File: config.mk
export PLATFORM = sky130hd
export DESIGN_NAME = memory_arbiter
export DESIGN_NICKNAME = d
export VERILOG_FILES = /design/src/rtl/memory_arbiter.sv
export SDC_FILE = /design/constraint.sdc
export NUM_CORES = 1
export LEC_CHECK = 0
export ABC_AREA = 1
export BUFFER_PORTS_ARGS = -buffer_cell sky130_fd_sc_hd__buf_2
export CAP_MARGIN = 20
export CORE_ASPECT_RATIO = 0.6
export CORE_UTILIZATION = 35
export CTS_CLUSTER_DIAMETER = 40
export DETAILED_ROUTE_END_ITERATION = 16
export HOLD_SLACK_MARGIN = 0.12
export PLACE_DENSITY_LB_ADDON = 0.08
export SYNTH_ARGS = -nofsm -noshare
export SYNTH_HDL_FRONTEND = slang
export SYNTH_SLANG_ARGS = --single-unit
export TNS_END_PERCENT = 50
File: constraint.sdc
create_clock -name clk -period 4 [get_ports clk]
set_input_delay 0.8 -clock clk [delete_from_list [all_inputs] [get_ports clk]]
set_output_delay 0.8 -clock clk [all_outputs]
set_load 0.02 [all_outputs]
File: src/rtl/memory_arbiter.sv
// Arbitrates the single external memory port between instruction fetch and the
// store buffer: one buffered request per port, one outstanding grant, data first.
module memory_arbiter #(
  parameter int unsigned STARVE_MAX = 4
) (
  input  logic        clk,
  input  logic        rst,
  input  logic        imem_valid,
  input  logic [31:0] imem_addr,
  output logic        imem_ready,
  output logic [31:0] imem_rdata,
  input  logic        dmem_valid,
  input  logic        dmem_fence,
  input  logic [31:0] dmem_addr,
  input  logic [31:0] dmem_wdata,
  input  logic [3:0]  dmem_wstrb,
  output logic        dmem_ready,
  output logic [31:0] dmem_rdata,
  output logic        mem_valid,
  output logic        mem_fence,
  output logic        mem_instr,
  output logic [31:0] mem_addr,
  output logic [31:0] mem_wdata,
  output logic [3:0]  mem_wstrb,
  input  logic        mem_ready,
  input  logic [31:0] mem_rdata
);

  localparam int unsigned CW = $clog2(STARVE_MAX + 1);

  typedef enum logic [1:0] {IDLE, BUSY_I, BUSY_D} state_t;

  state_t        state;
  logic [CW-1:0] starve_cnt;

  logic        i_pend;
  logic [31:0] i_addr;
  logic        d_pend;
  logic        d_fence;
  logic [31:0] d_addr;
  logic [31:0] d_wdata;
  logic [3:0]  d_wstrb;

  logic        i_ans, d_ans;
  logic        ni_pend, nd_pend;
  logic [31:0] ni_addr;
  logic        nd_fence;
  logic [31:0] nd_addr, nd_wdata;
  logic [3:0]  nd_wstrb;
  logic        grant_i, grant_d;

  // Grant decision looks at the slots as they will be after this cycle's
  // capture, so a request arriving in IDLE is granted at the same edge.
  always_comb begin
    i_ans    = (state == BUSY_I) && mem_ready;
    d_ans    = (state == BUSY_D) && mem_ready;
    ni_pend  = imem_valid | (i_pend & ~i_ans);
    ni_addr  = imem_valid ? imem_addr : i_addr;
    nd_pend  = dmem_valid | (d_pend & ~d_ans);
    nd_fence = dmem_valid ? dmem_fence : d_fence;
    nd_addr  = dmem_valid ? dmem_addr  : d_addr;
    nd_wdata = dmem_valid ? dmem_wdata : d_wdata;
    nd_wstrb = dmem_valid ? dmem_wstrb : d_wstrb;
    grant_i  = 1'b0;
    grant_d  = 1'b0;
    if (state == IDLE) begin
      if (ni_pend && nd_pend) begin
        if (starve_cnt == CW'(STARVE_MAX)) grant_i = 1'b1;
        else                               grant_d = 1'b1;
      end else if (ni_pend) begin
        grant_i = 1'b1;
      end else if (nd_pend) begin
        grant_d = 1'b1;
      end
    end
  end

  always_comb begin
    imem_ready = i_ans;
    imem_rdata = i_ans ? mem_rdata : '0;
    dmem_ready = d_ans;
    dmem_rdata = d_ans ? mem_rdata : '0;
  end

  always_ff @(posedge clk or negedge rst) begin
    if (!rst) begin
      state      <= IDLE;
      starve_cnt <= '0;
      i_pend     <= 1'b0;
      i_addr     <= '0;
      d_pend     <= 1'b0;
      d_fence    <= 1'b0;
      d_addr     <= '0;
      d_wdata    <= '0;
      d_wstrb    <= '0;
      mem_valid  <= 1'b0;
      mem_fence  <= 1'b0;
      mem_instr  <= 1'b0;
      mem_addr   <= '0;
      mem_wdata  <= '0;
      mem_wstrb  <= '0;
    end else begin
      i_pend    <= ni_pend;
      i_addr    <= ni_addr;
      d_pend    <= nd_pend;
      d_fence   <= nd_fence;
      d_addr    <= nd_addr;
      d_wdata   <= nd_wdata;
      d_wstrb   <= nd_wstrb;
      mem_valid <= 1'b0;
      case (state)
        IDLE: begin
          if (grant_i) begin
            state     <= BUSY_I;
            mem_valid <= 1'b1;
            mem_instr <= 1'b1;
            mem_fence <= 1'b0;
            mem_addr  <= ni_addr;
            mem_wdata <= '0;
            mem_wstrb <= '0;
          end else if (grant_d) begin
            state     <= BUSY_D;
            mem_valid <= 1'b1;
            mem_instr <= 1'b0;
            mem_fence <= nd_fence;
            mem_addr  <= nd_addr;
            mem_wdata <= nd_wdata;
            mem_wstrb <= nd_wstrb;
          end
        end
        BUSY_I, BUSY_D: if (mem_ready) state <= IDLE;
        default: state <= IDLE;
      endcase
      if (grant_i || !ni_pend)
        starve_cnt <= '0;
      else if (grant_d && starve_cnt != CW'(STARVE_MAX))
        starve_cnt <= starve_cnt + 1'b1;
    end
  end

  a_imem_one_outstanding: assert property (@(posedge clk) disable iff (!rst)
    (imem_valid && i_pend) |-> i_ans);
  a_dmem_one_outstanding: assert property (@(posedge clk) disable iff (!rst)
    (dmem_valid && d_pend) |-> d_ans);

endmodule

== After elaboration in Yosys (flattened, before gate mapping) ==
Cells that the tools add are included.

* Reductions and logical operators: 12
* Bitwise logic cells: 6
* Multiplexer cells: 35
* $add $sub $neg: 1
* Equal/unequal tests: 6

{| class="wikitable"
|+ Operator list
! kind !! number
|-
| 2-to-1 mux 32 bit || 9
|-
| 2-to-1 mux 1 bit || 17
|-
| 2-to-1 mux 4 bit || 3
|-
| 2-to-1 mux 2 bit || 3
|-
| 2-to-1 mux 3 bit || 2
|-
| inequality test 3 bit (second input constant) || 2
|-
| logical AND 1 bit || 4
|-
| one-hot mux 2 bit (2 select lines) || 1
|-
| AND reduction 2 bit || 2
|-
| nonzero test 2 bit || 2
|-
| adder 3 x 1 -> 3 bit (second input constant) || 1
|-
| == test 3 bit (second input constant) || 1
|-
| bitwise AND 1 bit || 2
|-
| == test 2 x 1 -> 1 bit (second input constant) || 1
|-
| == test 2 bit (second input constant) || 1
|-
| zero test 2 bit || 1
|-
| inequality test 2 bit (second input constant) || 1
|-
| NOT 1 bit || 2
|-
| OR 1 bit || 2
|-
| OR reduction 2 bit || 1
|-
| zero test 1 bit || 1
|-
| logical OR 1 bit || 1
|}

* Output and inout port bits: 137
* Bits in registers: 179
* Bits of input ports: 138
* Word-level logic and storage cells: 75

== Longest topological paths before layout ==
* Word-level depth: 12
* Gate-level depth with buffers: 11
* Depth with buffers taken out: 10

== Worst setup path after synthesis ==
OpenSTA, ideal clock, no wires.

* Path kind: input-to-output
* From: input mem_ready
* To: output dmem_rdata[22]
* Buffers on the path: 1
* Setup slack: 1.783 ns
* Cell stages on the path: 3
* Required time: 3.200 ns
* Data arrival time: 1.417 ns
* Cells stage by stage: nand2_1 > clkbuf_1 > nor2_1

* Cells in the longest elaborated chain, start to end: 2

{| class="wikitable"
|+ RTL lines
! item !! RTL line !! source
|-
| from (decl) || 25 || <nowiki>input logic mem_ready,</nowiki>
|-
| logical AND 1 bit || 56 || <nowiki>d_ans = (state == BUSY_D) && mem_ready;</nowiki>
|-
| 2-to-1 mux 32 bit || 82 || <nowiki>dmem_rdata = d_ans ? mem_rdata : '0;</nowiki>
|-
| to (decl) || 18 || <nowiki>output logic [31:0] dmem_rdata,</nowiki>
|}

Every way passes these cells.

== Worst setup path in the final report ==
* From: register state[0]
* To: output dmem_rdata[17]

* Cells in the longest elaborated chain, start to end: 3

{| class="wikitable"
|+ RTL lines
! item !! RTL line !! source
|-
| from (decl) || 33 || <nowiki>state_t state;</nowiki>
|-
| from (signal assigned) || 87 || <nowiki>state <= IDLE;</nowiki>
|-
| from (signal assigned) || 114 || <nowiki>state <= BUSY_I;</nowiki>
|-
| from (signal assigned) || 122 || <nowiki>state <= BUSY_D;</nowiki>
|-
| == test 2 bit || 56 ||
|-
| logical AND 1 bit || 56 ||
|-
| 2-to-1 mux 32 bit || 82 ||
|}

Every way passes these cells.

==> flow_summary.ini <==
[floorplan]
die_area_sq_um = 23300
rows = 42
core-area_sq_um = 22200
die_w_microns = 197
ios = 275
start_util = 0.358
dieHeight_microns = 119

[route]
dr.pass1.iters = 4
dr_total_vias = 6939
wl_per_cell_microns = 15.4
drc = 0
routed_via_density = 4.46
routed_wl_microns = 23900
final_antenna_net_count = 0
drtIter0Drc = 429

[pwr]
total_leakage_power_nw = 5.87
irDropWorstVdd_mv = 0.482
power.density_nw_per_um2 = 704
total_power_w = 0.00716

[clock_network]
clock-root-buffer = clkbuf_16
post_cts_buffers = 0
post_cts_resized = 0
cts_hold_buffers = 0
clock_latency_ps = 420
cts_made_buffers = 17
cts_tree = yes
cts_buffer_depth = 2
clock-sinks = 179
htree_levels = 4
clk_pin_slew_ps = 60

[yosys]
yosys.area_share.simple = 0.284
ys.warnings.count = 0
yosys.area_share.xor_xnor = 0.00110
yosys.area_share.adder = 0.00787
syn_inst = 985
synth_seq_cells = 179
synth_top_family_by_area = simple AND/OR/NAND/NOR gates
synth_compound_area_frac = 0.0445
syn_area_per_cell_sq_um = 8.07
netlist_area_sq_um = 7950
synthMuxAreaShare = 0
seq_area_frac_synth = 0.563
syn-num-nets = 1128
ys_types = 21

[setup_path]
worst-endpoint-required_ps = 3200
worst-path-buf-inv = 3
critPathLaunchType = flip-flop
critical_path.cell_chain = inv_1, ha_1, nand2_1, buf_4, nor2_1, buf_2
slowest_delay_ps = 400
r2r_end = mem_addr[16]
slowest_stage = dfrtp_1
r2r_cells = 10
reg2reg_slack_ps = 1450
cp-end-kind = output pin
cp.arrival_ps = 2070
r2r_start = state[1]
crit_type = flip-flop to output pin
path_max_fanout = 19
cp_top_family = buffers and inverters

[sta]
fin_skew_ps = 8.01
tns_ps = 0
fmax_mhz = 349
finalHoldViolCount = 0
finalSetupViolCount = 0
relSlewSlack = 0.436
drv_slew = 0
fin_crit_ps = 2870
rsz0062_at_grt = false
post-route-period-util = 0.717
worst_pin_slew_ps = 847

[global_routing]
grt_usage = 0.209
grt_max_degree = 101
grt_pass1_wl_microns = 37400
antenna_found_initial = 1
first_global_vias = 6542
overflow = 0

[run]
drv_cap = 0

[outcome]
status = finished, final reports clean

[finish]
syn2layout_area_growth_pct = 27.9
final-seq-area_sq_um = 4480
num-fill-cells = 2289
multi_input_area_sq_um = 2690
drive_above_1_share = 0.287
final_nets = 1378
stdcell_count = 1555

[min_path]
hold_path_class = input pin to asynchronous set/reset pin

[place]
io_buffers = 274
hpwlAfterDp_microns = 15900
placedCellCount = 1524
place_congestion = 0.754
==> final cells by class <==
cell class,instances,share of cell area
inverter,140,0.0519
antenna,1,0.000246
clock buffer,22,0.0456
sequential,179,0.440
tap,308,0.0379
multi-input combinational,611,0.264
clock inverter,8,0.0125
timing repair buffer,286,0.147
==> placed cells by master (no fill, tap or decap), types with 2 or more instances in the layout <==
cell type | netlist | routed
or2_2 | 32 | 32
nand2_2 | 6 | 6
buf_12 | 0 | 2
clkbuf_8 | 0 | 3
o21ai_0 | 67 | 67
buf_4 | 5 | 10
clkbuf_16 | 0 | 17
clkbuf_1 | 18 | 3
clkinvlp_4 | 0 | 2
nand2_1 | 328 | 328
dfrtp_1 | 179 | 179
ha_1 | 5 | 5
inv_2 | 2 | 2
bufinv_16 | 0 | 3
nand3_1 | 103 | 103
nor2_1 | 64 | 64
buf_2 | 29 | 273
inv_1 | 137 | 137
==> worst max path at each step <==
stage / start / endpoint / slack [ps] / depth (start not counted)
after floorplan: mem_ready / dmem_rdata[22] / 1780 / 3
after global placement: mem_ready / mem_addr[12] / 1220 / 9
after detailed placement: mem_ready / mem_addr[16] / 1200 / 9
after CTS: state[0] / dmem_rdata[0] / 1110 / 6
after global routing: state[0] / dmem_rdata[20] / 1000 / 6
final: state[0] / dmem_rdata[17] / 1130 / 6
==> layer usage <==
layer | part of all wire | routed length (microns) | GRT usage | up-vias
met1 | 0.48 | 11300 | 0.292 | 3270
met2 | 0.46 | 11000 | 0.330 | 184
li1 | - | - | - | 3471
met4 | 0.0093 | 223 | 0.0475 | 0
met3 | 0.054 | 1290 | 0.0491 | 14
met5 | 0 | 0 | 0 | -
==> Yosys cell counts <==
cell type | instances | area, sq um
a21oi_2 | 1 | 8.76
inv_2 | 2 | 7.51
nor2_1 | 64 | 240
o21ai_1 | 1 | 5.00
ha_1 | 5 | 62.6
or2_2 | 32 | 200
clkbuf_1 | 18 | 67.6
xnor2_1 | 1 | 8.76
nand2_1 | 328 | 1230
a21oi_1 | 1 | 5.00
nand3_1 | 103 | 515
o21ai_0 | 67 | 335
nand2_2 | 6 | 37.5
dfrtp_1 | 179 | 4480
nor2_8 | 1 | 20.0
buf_4 | 5 | 37.5
buf_2 | 29 | 145
buf_1 | 3 | 11.3
inv_1 | 137 | 514
inv_4 | 1 | 6.26
nor2_4 | 1 | 11.3
==> cells by family (layout without fill, tap and decap cells) <==
logic type / Yosys count / after routing
other cells: 0 / 1
fa+ha+maj: 5 / 5
flops: 179 / 179
compound gates: 70 / 70
xor+xnor: 1 / 1
simple gates: 535 / 535
buf+inv: 195 / 456
==> power by group <==
| part | switching, W | total, W | leakage, nW | internal [W] |
|---|---|---|---|---|
| Combinational | 0.00206 | 0.00292 | 3.47 | 0.000856 |
| Clock | 0.000698 | 0.00171 | 0.283 | 0.00101 |
| Sequential | 0.000240 | 0.00253 | 2.12 | 0.00229 |
| Total | 0.00300 | 0.00716 | 5.87 | 0.00416 |
==> sequential cells by signal, indices dropped and copies added (netlist names) <==
name / count
starve_cnt: 3
mem_wdata: 32
d_wstrb: 4
i_addr: 32
state: 2
d_pend: 1
i_pend: 1
mem_valid: 1
d_fence: 1
mem_instr: 1
mem_wstrb: 4
d_wdata: 32
d_addr: 32
mem_addr: 32
mem_fence: 1
==> metrics by stage <==
step                area, sq um  hold WS (ps)  setup WS (ps)  utilization
floorplan                  7950           439           1780            -
global placement           9580           452           1220        0.432
detailed placement         9580           457           1200        0.432
CTS                       10200           472           1110        0.459
global route              10200           480           1000        0.459
finish                    10200           453           1130        0.459
Power figures use the tool's default switching activity.
